$ cat config.mk
export PLATFORM = sky130hd
export DESIGN_NAME = service_4_alarm_sequencer_flat
export DESIGN_NICKNAME = d
export VERILOG_FILES = /design/src/rtl/service_4_alarm_sequencer_pkg.sv /design/src/rtl/service_4_alarm_sequencer_if.sv /design/src/rtl/service_4_tick_timer.sv /design/src/rtl/service_4_alarm_sequencer.sv /design/src/flat_wrapper.sv
export SDC_FILE = /design/constraint.sdc
export NUM_CORES = 1
export LEC_CHECK = 0
export ABC_CLOCK_PERIOD_IN_PS = 7700
export CAP_MARGIN = 5
export CORE_MARGIN = 2
export CORE_UTILIZATION = 50
export DETAILED_ROUTE_END_ITERATION = 6
export PLACE_DENSITY = 0.83
export SYNTH_ARGS = -nofsm -noshare
export SYNTH_HDL_FRONTEND = slang
export SYNTH_SLANG_ARGS = --single-unit
$ cat constraint.sdc
create_clock -name clk -period 7.7 [get_ports clk]
set_input_delay 2.31 -clock clk [delete_from_list [all_inputs] [get_ports clk]]
set_output_delay 2.31 -clock clk [all_outputs]
set_load 0.1 [all_outputs]
$ cat src/rtl/service_4_alarm_sequencer_pkg.sv
// -----------------------------------------------------------------------------
// service_4_alarm_sequencer_pkg
// Shared definitions for the alarm-service sequencer: FSM state codes, bus
// widths and the helper that turns the random generator output into a
// game target.
// -----------------------------------------------------------------------------
package service_4_alarm_sequencer_pkg;

  localparam int TIME_W   = 16;  // HH:MM in BCD-ish packed form
  localparam int TARGET_W = 10;  // one LED / slide switch per bit

  localparam logic [2:0] ST_IDLE   = 3'd0;
  localparam logic [2:0] ST_ARMED  = 3'd1;
  localparam logic [2:0] ST_RING   = 3'd2;
  localparam logic [2:0] ST_GAME   = 3'd3;
  localparam logic [2:0] ST_CLEAR  = 3'd4;
  localparam logic [2:0] ST_SNOOZE = 3'd5;

  // The random source is not guaranteed to be one-hot; anything else falls
  // back to the lowest LED so the player always has exactly one target.
  function automatic logic [TARGET_W-1:0] latch_target(input logic [TARGET_W-1:0] hot);
    logic [3:0] ones;
    ones = 4'd0;
    for (int i = 0; i < TARGET_W; i++) begin
      ones = ones + {3'b000, hot[i]};
    end
    return (ones == 4'd1) ? hot : {{(TARGET_W-1){1'b0}}, 1'b1};
  endfunction

endpackage

$ cat src/rtl/service_4_alarm_sequencer_if.sv
// -----------------------------------------------------------------------------
// service_4_alarm_sequencer_if
// Bundles the sequencer's functional I/O.
//   master : the surrounding system (time core, random generator, switches,
//            button) driving inputs and observing LED/buzzer/status outputs.
//   slave  : the sequencer itself.
// Signals:
//   tick, enable, current_time, alarm_time, push_m, rand_hot, spdts -> slave
//   state, buzzer, target_led, round_idx, snooze_cnt, time_left,
//   dismissed                                                       <- slave
// -----------------------------------------------------------------------------
interface service_4_alarm_sequencer_if
  import service_4_alarm_sequencer_pkg::*;
#(
  parameter int TW = 9
);
  logic                tick;
  logic                enable;
  logic [TIME_W-1:0]   current_time;
  logic [TIME_W-1:0]   alarm_time;
  logic                push_m;
  logic [TARGET_W-1:0] rand_hot;
  logic [TARGET_W-1:0] spdts;

  logic [2:0]          state;
  logic                buzzer;
  logic [TARGET_W-1:0] target_led;
  logic [1:0]          round_idx;
  logic [1:0]          snooze_cnt;
  logic [TW-1:0]       time_left;
  logic                dismissed;

  modport master (
    output tick, enable, current_time, alarm_time, push_m, rand_hot, spdts,
    input  state, buzzer, target_led, round_idx, snooze_cnt, time_left, dismissed
  );

  modport slave (
    input  tick, enable, current_time, alarm_time, push_m, rand_hot, spdts,
    output state, buzzer, target_led, round_idx, snooze_cnt, time_left, dismissed
  );
endinterface

$ cat src/rtl/service_4_tick_timer.sv
// -----------------------------------------------------------------------------
// service_4_tick_timer
// TW-bit loadable down-counter stepped by the 1 Hz tick. Load beats tick,
// and the count saturates at zero.
// Ports:
//   clk, rst     : clock, synchronous active-high reset
//   load         : load load_value this cycle
//   load_value   : value to load
//   tick         : decrement request
//   count        : current count
//   zero         : count == 0
// -----------------------------------------------------------------------------
module service_4_tick_timer #(
  parameter int TW = 9
) (
  input  logic          clk,
  input  logic          rst,
  input  logic          load,
  input  logic [TW-1:0] load_value,
  input  logic          tick,
  output logic [TW-1:0] count,
  output logic          zero
);

  assign zero = (count == '0);

  always_ff @(posedge clk) begin
    if (rst) begin
      count <= '0;
    end else if (load) begin
      count <= load_value;
    end else if (tick && !zero) begin
      count <= count - TW'(1);
    end
  end

endmodule

$ cat src/rtl/service_4_alarm_sequencer.sv
// -----------------------------------------------------------------------------
// service_4_alarm_sequencer
// Alarm-service top: arms on the service switch, rings on the rising edge of
// the time match, runs a multi-round LED matching game to dismiss, and
// auto-snoozes a bounded number of times when the alarm goes unanswered.
// Ports:
//   clk     : system clock
//   resetn  : synchronous reset, HIGH = reset (legacy name)
//   bus     : slave side of service_4_alarm_sequencer_if (all functional I/O)
// All outputs are registered; state changes appear one cycle after the
// inputs that cause them.
// -----------------------------------------------------------------------------
module service_4_alarm_sequencer
  import service_4_alarm_sequencer_pkg::*;
#(
  parameter int ROUNDS       = 3,
  parameter int ROUND_TICKS  = 10,
  parameter int RING_TICKS   = 60,
  parameter int SNOOZE_TICKS = 300,
  parameter int MAX_SNOOZE   = 3,
  parameter int TW           = 9
) (
  input logic clk,
  input logic resetn,
  service_4_alarm_sequencer_if.slave bus
);

  localparam logic [TW-1:0] ROUND_LD  = TW'(ROUND_TICKS);
  localparam logic [TW-1:0] RING_LD   = TW'(RING_TICKS);
  localparam logic [TW-1:0] SNOOZE_LD = TW'(SNOOZE_TICKS);
  localparam logic [TW-1:0] ONE_LEFT  = TW'(1);
  localparam logic [1:0]    LAST_RND  = 2'(ROUNDS - 1);
  localparam logic [1:0]    SNZ_LIMIT = 2'(MAX_SNOOZE);

  logic [2:0]          state_q, state_d;
  logic [1:0]          round_q, round_d;
  logic [1:0]          snz_q, snz_d;
  logic [TARGET_W-1:0] target_q, target_d;
  logic                match, match_d;
  logic                trigger, expire;
  logic                dismissed_d;
  logic                buzzer_q, dismissed_q;
  logic [TARGET_W-1:0] led_q;

  logic                tmr_load, tmr_tick, tmr_zero;
  logic [TW-1:0]       tmr_value, tmr_count;

  service_4_tick_timer #(.TW(TW)) u_timer (
    .clk        (clk),
    .rst        (resetn),
    .load       (tmr_load),
    .load_value (tmr_value),
    .tick       (tmr_tick),
    .count      (tmr_count),
    .zero       (tmr_zero)
  );

  assign match   = (bus.current_time == bus.alarm_time);
  assign trigger = match & ~match_d;
  // Expiry is the tick that would take the timer from 1 to 0.
  assign expire  = bus.tick & (tmr_count == ONE_LEFT);

  always_comb begin
    state_d     = state_q;
    round_d     = round_q;
    snz_d       = snz_q;
    target_d    = target_q;
    dismissed_d = 1'b0;
    tmr_load    = 1'b0;
    tmr_value   = '0;
    tmr_tick    = 1'b0;

    if (!bus.enable) begin
      state_d  = ST_IDLE;
      round_d  = 2'd0;
      snz_d    = 2'd0;
      target_d = '0;
      tmr_load = 1'b1;
    end else begin
      case (state_q)
        ST_IDLE: state_d = ST_ARMED;

        ST_ARMED: begin
          if (trigger) begin
            state_d   = ST_RING;
            snz_d     = 2'd0;
            tmr_load  = 1'b1;
            tmr_value = RING_LD;
          end
        end

        // RING and SNOOZE share the early-solve path: the button starts the game.
        ST_RING, ST_SNOOZE: begin
          if (bus.push_m) begin
            state_d   = ST_GAME;
            round_d   = 2'd0;
            target_d  = latch_target(bus.rand_hot);
            tmr_load  = 1'b1;
            tmr_value = ROUND_LD;
          end else if (state_q == ST_SNOOZE && expire) begin
            state_d   = ST_RING;
            tmr_load  = 1'b1;
            tmr_value = RING_LD;
          end else if (state_q == ST_RING && expire && snz_q < SNZ_LIMIT) begin
            state_d   = ST_SNOOZE;
            snz_d     = snz_q + 2'd1;
            tmr_load  = 1'b1;
            tmr_value = SNOOZE_LD;
          end else begin
            // With snoozes exhausted the timer runs down to 0 and parks there.
            tmr_tick = bus.tick & ~tmr_zero;
          end
        end

        ST_GAME: begin
          if (bus.spdts == target_q) begin
            if (round_q == LAST_RND) begin
              state_d     = ST_ARMED;
              dismissed_d = 1'b1;
              snz_d       = 2'd0;
              round_d     = 2'd0;
              tmr_load    = 1'b1;
            end else begin
              // The timer freezes from the winning cycle onward.
              state_d = ST_CLEAR;
            end
          end else if (expire) begin
            state_d   = ST_RING;
            round_d   = 2'd0;
            tmr_load  = 1'b1;
            tmr_value = RING_LD;
          end else begin
            tmr_tick = bus.tick;
          end
        end

        ST_CLEAR: begin
          if (bus.spdts == '0) begin
            state_d   = ST_GAME;
            round_d   = round_q + 2'd1;
            target_d  = latch_target(bus.rand_hot);
            tmr_load  = 1'b1;
            tmr_value = ROUND_LD;
          end
        end

        default: state_d = ST_IDLE;
      endcase
    end
  end

  always_ff @(posedge clk) begin
    if (resetn) begin
      state_q     <= ST_IDLE;
      round_q     <= 2'd0;
      snz_q       <= 2'd0;
      target_q    <= '0;
      match_d     <= 1'b0;
      buzzer_q    <= 1'b0;
      led_q       <= '0;
      dismissed_q <= 1'b0;
    end else begin
      state_q     <= state_d;
      round_q     <= round_d;
      snz_q       <= snz_d;
      target_q    <= target_d;
      match_d     <= bus.enable & match;
      // Outputs are registered from the next-state values so they line up
      // with the state register.
      buzzer_q    <= (state_d == ST_RING) || (state_d == ST_GAME) || (state_d == ST_CLEAR);
      led_q       <= (state_d == ST_GAME) ? target_d : '0;
      dismissed_q <= dismissed_d;
    end
  end

  assign bus.state      = state_q;
  assign bus.buzzer     = buzzer_q;
  assign bus.target_led = led_q;
  assign bus.round_idx  = round_q;
  assign bus.snooze_cnt = snz_q;
  assign bus.time_left  = tmr_count;
  assign bus.dismissed  = dismissed_q;

endmodule

$ cat src/flat_wrapper.sv
// flat-port wrapper written by rule: the top's interface ports become plain ports
module service_4_alarm_sequencer_flat import service_4_alarm_sequencer_pkg::*;
#(
  parameter int ROUNDS       = 3,
  parameter int ROUND_TICKS  = 10,
  parameter int RING_TICKS   = 60,
  parameter int SNOOZE_TICKS = 300,
  parameter int MAX_SNOOZE   = 3,
  parameter int TW           = 9
)
  (clk, resetn, bus_tick, bus_enable, bus_current_time, bus_alarm_time, bus_push_m, bus_rand_hot, bus_spdts, bus_state, bus_buzzer, bus_target_led, bus_round_idx, bus_snooze_cnt, bus_time_left, bus_dismissed);
  service_4_alarm_sequencer_if #(.TW(TW)) bus_i ();
  input logic clk;
  input logic resetn;
  input wire logic [$bits(bus_i.tick)-1:0] bus_tick;
  input wire logic [$bits(bus_i.enable)-1:0] bus_enable;
  input wire logic [$bits(bus_i.current_time)-1:0] bus_current_time;
  input wire logic [$bits(bus_i.alarm_time)-1:0] bus_alarm_time;
  input wire logic [$bits(bus_i.push_m)-1:0] bus_push_m;
  input wire logic [$bits(bus_i.rand_hot)-1:0] bus_rand_hot;
  input wire logic [$bits(bus_i.spdts)-1:0] bus_spdts;
  output wire logic [$bits(bus_i.state)-1:0] bus_state;
  output wire logic [$bits(bus_i.buzzer)-1:0] bus_buzzer;
  output wire logic [$bits(bus_i.target_led)-1:0] bus_target_led;
  output wire logic [$bits(bus_i.round_idx)-1:0] bus_round_idx;
  output wire logic [$bits(bus_i.snooze_cnt)-1:0] bus_snooze_cnt;
  output wire logic [$bits(bus_i.time_left)-1:0] bus_time_left;
  output wire logic [$bits(bus_i.dismissed)-1:0] bus_dismissed;
  assign bus_i.tick = bus_tick;
  assign bus_i.enable = bus_enable;
  assign bus_i.current_time = bus_current_time;
  assign bus_i.alarm_time = bus_alarm_time;
  assign bus_i.push_m = bus_push_m;
  assign bus_i.rand_hot = bus_rand_hot;
  assign bus_i.spdts = bus_spdts;
  assign bus_state = bus_i.state;
  assign bus_buzzer = bus_i.buzzer;
  assign bus_target_led = bus_i.target_led;
  assign bus_round_idx = bus_i.round_idx;
  assign bus_snooze_cnt = bus_i.snooze_cnt;
  assign bus_time_left = bus_i.time_left;
  assign bus_dismissed = bus_i.dismissed;
  service_4_alarm_sequencer #(.ROUNDS(ROUNDS), .ROUND_TICKS(ROUND_TICKS), .RING_TICKS(RING_TICKS), .SNOOZE_TICKS(SNOOZE_TICKS), .MAX_SNOOZE(MAX_SNOOZE), .TW(TW)) u_core (.clk(clk), .resetn(resetn), .bus(bus_i));
endmodule
# [Word-level counts from Yosys, hierarchy flattened]
# Index checks and enable logic that the tools add are counted.
[totals] reg_bits=39 output_inout_bits=28 input_bits=57
[classes] muxes=55 n_eq_ne=23 magnitude_cmp=1 n_reduce_logical=19 addsub=12 n_bitwise=10
[ops] cell="$mux 9" n=7
[ops] cell="$mux 10" n=4
[ops] cell="$pmux 9 s4" n=1
[ops] cell="$add 4x1->4" n=8
[ops] cell="$mux 3" n=9
[ops] cell="$mux 2" n=10
[ops] cell="$pmux 10 s2" n=1
[ops] cell="$eq 16x16->1" n=1
[ops] cell="$mux 1" n=15
[ops] cell="$pmux 3 s5" n=1
[ops] cell="$eq 3x2->1 const B" n=4
[ops] cell="$mux 6" n=2
[ops] cell="$pmux 2 s3" n=2
[ops] cell="$eq 10x10->1" n=1
[ops] cell="$logic_not 10->1" n=1
[ops] cell="$ne 2x1->1 const B" n=5
[ops] cell="$eq 3x3->1 const B" n=3
[ops] cell="$eq 9x1->1 const B" n=1
[ops] cell="$logic_not 9->1" n=1
[ops] cell="$sub 9x1->9 const B" n=1
[ops] cell="$reduce_and 7->1" n=1
[ops] cell="$ne 2x2->1 const B" n=3
[ops] cell="$not 1->1" n=6
[ops] cell="$reduce_bool 3->1" n=2
[ops] cell="20 further kinds" n=30

# [Logic depth before layout (Yosys ltp)]
[depth] depth_word=14 depth_mapped=16 mapped_depth_nobuf=16

# [Hierarchy]
# Synthesis repeated with hierarchy kept, for this count alone.
[hier_totals] hier_cells=297 hier_area_um2=2676.3
[modules_own_cells] module="service_4_alarm_sequencer" cells_per_inst=227 area_each_um2=2072.0 n_inst=1
[modules_own_cells] module="service_4_tick_timer" cells_per_inst=70 area_each_um2=604.3 n_inst=1

# [Least setup slack after synthesis]
# No wires, ideal clock.
[synth_timing] kind="in2reg" startpoint="input bus_rand_hot[0]" endpoint="register u_core.led_q[0], in the netlist u_core.bus.target_led[0]" path_buffers=0 t_required_ns=7.575 slack_ns=2.128 arrival_time_ns=5.447 setup_time_ns=0.125 stages=14 path_cell_list="ha_1 > inv_1 > fa_1 > fa_1 > fa_1 > inv_1 > fa_1 > inv_1 > fa_1 > inv_1 > o21ai_0 > nand4b_1 > o31ai_1 > nor2_1"
[synth_between] elab_chain_len=14
[synth_lines] item="start, declared" line="flat_wrapper.sv:20" rtl="input wire logic [$bits(bus_i.rand_hot)-1:0] bus_rand_hot;"
[synth_lines] item="$add 1x1->2" line="service_4_alarm_sequencer_pkg.sv:25" rtl="ones = ones + {3'b000, hot[i]};"
[synth_lines] item="$add 4x1->4 (8 in a row)" line="service_4_alarm_sequencer_pkg.sv:25"
[synth_lines] item="$eq 4x1->1" line="service_4_alarm_sequencer_pkg.sv:27" rtl="return (ones == 4'd1) ? hot : {{(TARGET_W-1){1'b0}}, 1'b1};"
[synth_lines] item="$mux 10 (*)" line="service_4_alarm_sequencer_pkg.sv:27"
[synth_lines] item="$mux 10 (on tied branches)" line="service_4_alarm_sequencer.sv:138, service_4_alarm_sequencer.sv:94"
[synth_lines] item="$pmux 10 s2 (*)" line="service_4_alarm_sequencer.sv:80" rtl="case (state_q)"
[synth_lines] item="$mux 10 (*)" line="service_4_alarm_sequencer.sv:73" rtl="if (!bus.enable) begin"
[synth_lines] item="end signal, assigned" line="service_4_alarm_sequencer.sv:171" rtl="led_q <= (state_d == ST_GAME) ? target_d : '0;"
[synth_lines] item="end, declared" line="service_4_alarm_sequencer.sv:43" rtl="logic [TARGET_W-1:0] led_q;"
# Mark *: on every way between the ends. The rest lies on a longest branch, timed or not.
# A chain may end at the register's enable or synchronous reset.

# [Final worst setup path]
[layout_timing] startpoint="input bus_rand_hot[0]" endpoint="register u_core.led_q[1], in the netlist u_core.bus.target_led[1]"
[layout_between] elab_chain_len=14
[layout_lines] item="$add 1x1->2 (*)" line="service_4_alarm_sequencer_pkg.sv:25"
[layout_lines] item="$add 4x1->4 (*) (8 in a row)" line="service_4_alarm_sequencer_pkg.sv:25"
[layout_lines] item="$eq 4x1->1 (*)" line="service_4_alarm_sequencer_pkg.sv:27"
[layout_lines] item="$mux 10 (*)" line="service_4_alarm_sequencer_pkg.sv:27"
[layout_lines] item="$mux 10 (on tied branches)" line="service_4_alarm_sequencer.sv:138, service_4_alarm_sequencer.sv:94"
[layout_lines] item="$pmux 10 s2 (*)" line="service_4_alarm_sequencer.sv:80"
[layout_lines] item="$mux 10 (*)" line="service_4_alarm_sequencer.sv:73"
# Marks and branches as above.

==> impl_metrics.env <==
export IMPL_grt_use_total_pct=23.2
export IMPL_cts_setup_buffers=0
export IMPL_grt_max_degree=26
export IMPL_rsz0062_at_grt="no"
export IMPL_fillers=406
export IMPL_ff2ff_path_depth=7
export IMPL_r2r_start="u_core.bus.state[1]$_SDFF_PP0_"
export IMPL_period_share_pct=78.3
export IMPL_synth_area_top_cells="dfxtp_1, xor2_1, nor2_1"
export IMPL_finClkSkew_ns=0.00646
export IMPL_root_buffer="clkbuf_8"
export IMPL_dpl_hpwl_um=5160
export IMPL_htreeDepth=2
export IMPL_synth_seq_area_share_pct=30.1
export IMPL_placedCellCount=448
export IMPL_yosysUniqueCellTypes=65
export IMPL_r2r_setup_slack_ns=4.71
export IMPL_cts_resized=0
export IMPL_finalSetupViolations=0
export IMPL_leakage_nw=1.36
export IMPL_hold_path_depth=2
export IMPL_grt_pass1_vias=2404
export IMPL_critPathLaunchType="primary input"
export IMPL_cp_end_kind="flop"
export IMPL_synthesis_nets=375
export IMPL_drt_first_iter_violations=243
export IMPL_vias=2485
export IMPL_synthArstFlopShare_pct=0
export IMPL_drive_gt1_share_pct=8.29
export IMPL_syn_inst=302
export IMPL_core_mm2=0.00504
export IMPL_max_clock_path_buffers=2
export IMPL_critPathRequiredTime_ns=7.94
export IMPL_dieArea_mm2=0.00578
export IMPL_via_per_inst=5.45
export IMPL_seqCellArea_um2=781
export IMPL_min_period_ns=6.03
export IMPL_cts_hold_buf=0
export IMPL_slew_headroom_pct=29.3
export IMPL_maxCapViolations=0
export IMPL_clock_fmax_mhz=166
export IMPL_cts_buffers=5
export IMPL_synth_area_mm2=0.00259
export IMPL_yosys_warnings=0
export IMPL_die_h_um=76.0
export IMPL_min_from="u_core.bus.snooze_cnt[1]$_SDFFE_PP0P_"
export IMPL_first_pass_iters=4
export IMPL_final_antenna_net_count=0
export IMPL_overflow=0
export IMPL_p_per_area_mw_per_mm2=125
export IMPL_area_growth_pct=37.8
export IMPL_gp_congestion=0.897
export IMPL_outcome="completed"
export IMPL_antenna_found_initial=0
export IMPL_clk_pin_slew_worst_paths_ns=0.08
export IMPL_final_util_pct=70.9
export IMPL_arrival_ns=6.26
export IMPL_finalHoldViolCount=0
export IMPL_synth_seq_cells=39
export IMPL_io_pin_count=85
export IMPL_grt_pass1_wl_um=11000
export IMPL_critPathKind="primary input to flop"
export IMPL_antennaDiodeCount=0
export IMPL_wl_per_cell_um=14.3
export IMPL_io_buffer_count=84
export IMPL_synth_area_leader_cell="dfxtp_1"
export IMPL_r2r_end="u_core.u_timer.count[5]$_SDFFE_PP0P_"
export IMPL_drc=0
export IMPL_ir_drop_mv=0.126
export IMPL_whs_endpoint="u_core.bus.snooze_cnt[1]$_SDFFE_PP0P_"
export IMPL_clock_sinks=39
export IMPL_drv_slew=0
export IMPL_ys_flop_type="dfxtp_1"
export IMPL_drt_total_wl_um=6540
export IMPL_tightestPinTransition_ns=1.06
export IMPL_initial_core_util_pct=51.4
export IMPL_die_width_um=76.0
export IMPL_multi_input_area_mm2=0.00168
export IMPL_synth_edf_count=0
export IMPL_finalNonFillerCells=456
export IMPL_synth_top_cell_area_share_pct=30.1
export IMPL_hold_class="flop to flop"
export IMPL_tns_ns=0
export IMPL_syn_area_per_cell_um2=8.59
export IMPL_fin_nets=458
export IMPL_cp_max_fo=10
export IMPL_clk_latency_ns=0.30
export IMPL_rows=26
export IMPL_cts_tree="done"
==> layer usage <==
layer / share of wire, % / global-route usage (%) / up-vias
li1: - / - / 1224
met1: 44 / 29.0 / 1158
met2: 49 / 40.2 / 93
met3: 5.6 / 5.09 / 10
met4: 1.2 / 7.27 / 0
met5: 0 / 0 / -
==> area by class of cell <==
type	count	share of cell area (%)
Clock buffer	6	2.31
Clock inverter	2	0.455
Inverter	23	2.42
Multi-Input combinational cell	232	47.0
Sequential cell	39	21.8
Tap cell	70	2.45
Timing Repair Buffer	84	23.5
==> flip-flops by register name, indices dropped and copies added, names as in the netlist <==
name,flops
u_core.bus.target_led,10
u_core.target_q,10
u_core.match_d,1
u_core.bus.snooze_cnt,2
u_core.bus.state,3
u_core.bus.dismissed,1
u_core.bus.buzzer,1
u_core.u_timer.count,9
u_core.bus.round_idx,2
==> cell usage in the layout (no fill, tap or decap), drive strengths merged, types with 4 or more instances in the layout <==
cell type      netlist  layout
nand2               19      19
nor4                 9       9
a21oi               15      15
fa                   6       6
inv                 23      23
nor3b                5       5
xor2                29      29
or2                  4       4
nand3               11      11
or3                  5       5
nor2                38      38
clkdlybuf4s50        0      84
dfxtp               39      39
ha                  10      10
nor3                17      17
clkbuf               4       6
or4                  4       4
o21ai                7       7
==> Yosys cell counts, types with 2 or more instances <==
| master | count |
|---|---|
| o21ai_0 | 7 |
| nand3_1 | 9 |
| a21oi_1 | 14 |
| inv_1 | 23 |
| a2111oi_4 | 2 |
| buf_2 | 3 |
| or3_1 | 3 |
| or4_1 | 3 |
| a221oi_1 | 2 |
| or2_2 | 4 |
| nand2_1 | 19 |
| nor3_1 | 16 |
| mux2i_1 | 3 |
| nor4_1 | 8 |
| clkbuf_1 | 3 |
| fa_1 | 6 |
| xnor2_1 | 2 |
| ha_1 | 10 |
| nor2_1 | 38 |
| a2bb2oi_1 | 2 |
| nand3b_1 | 2 |
| xor2_1 | 29 |
| nor3b_1 | 4 |
| o211ai_1 | 2 |
| dfxtp_1 | 39 |
| o22ai_1 | 2 |
| a21o_1 | 2 |
| nand3_2 | 2 |
| nand2b_1 | 3 |
| and2_1 | 2 |
| nand4_1 | 3 |
| or3b_2 | 2 |
==> worst max path at each step <==
stage | start | end | slack, ns | depth (start not counted)
finish | bus_rand_hot[0] | u_core.bus.target_led[1]$_SDFF_PP0_ | 1.67 | 16
global route | bus_rand_hot[0] | u_core.bus.target_led[1]$_SDFF_PP0_ | 1.32 | 16
CTS | bus_rand_hot[0] | u_core.bus.target_led[1]$_SDFF_PP0_ | 1.68 | 16
detailed placement | bus_rand_hot[0] | u_core.target_q[1]$_SDFF_PP0_ | 1.37 | 16
global placement | bus_rand_hot[0] | u_core.bus.target_led[1]$_SDFF_PP0_ | 1.45 | 16
floorplan | bus_rand_hot[0] | u_core.bus.target_led[0]$_SDFF_PP0_ | 2.13 | 14
==> stage by stage <==
stage	area (um2)	total power [mW]	hold slack, ns	setup WS (ns)
after floorplan	2590	0.254	0.496	2.13
after global placement	3470	0.294	0.465	1.45
after detailed placement	3470	0.299	0.471	1.37
after CTS	3570	0.447	0.482	1.68
after global routing	3570	0.467	0.525	1.32
final	3570	0.445	0.477	1.67
==> power breakdown <==
group / switching [mW] / internal [mW] / total [mW]
logic: 0.0431 / 0.0479 / 0.0910
registers: 0.00125 / 0.202 / 0.203
clock network: 0.0782 / 0.0731 / 0.151
total: 0.123 / 0.323 / 0.445
==> cell families after synthesis <==
kind of cell | share of synthesized area, %
AO/OA/AOI/OAI | 15.4
XOR/XNOR | 10.5
adder cells (fa/ha/maj) | 9.46
buffers and inverters | 5.16
flip-flops | 30.1
multiplexers | 1.16
AND/OR/NAND/NOR | 28.3
==> worst max-delay path, stage by stage <==
cell and delay [ns]:
clkdlybuf4s50_1 0.42, ha_1 0.29, inv_1 0.04, fa_1 0.49, fa_1 0.43, fa_1 0.50
inv_1 0.05, fa_1 0.38, inv_1 0.08, fa_1 0.16, inv_1 0.05, o21ai_0 0.13
nand4b_1 0.36, nor3b_1 0.34, a21oi_1 0.09, nor2_1 0.14
(Power assumes the default switching activity.)
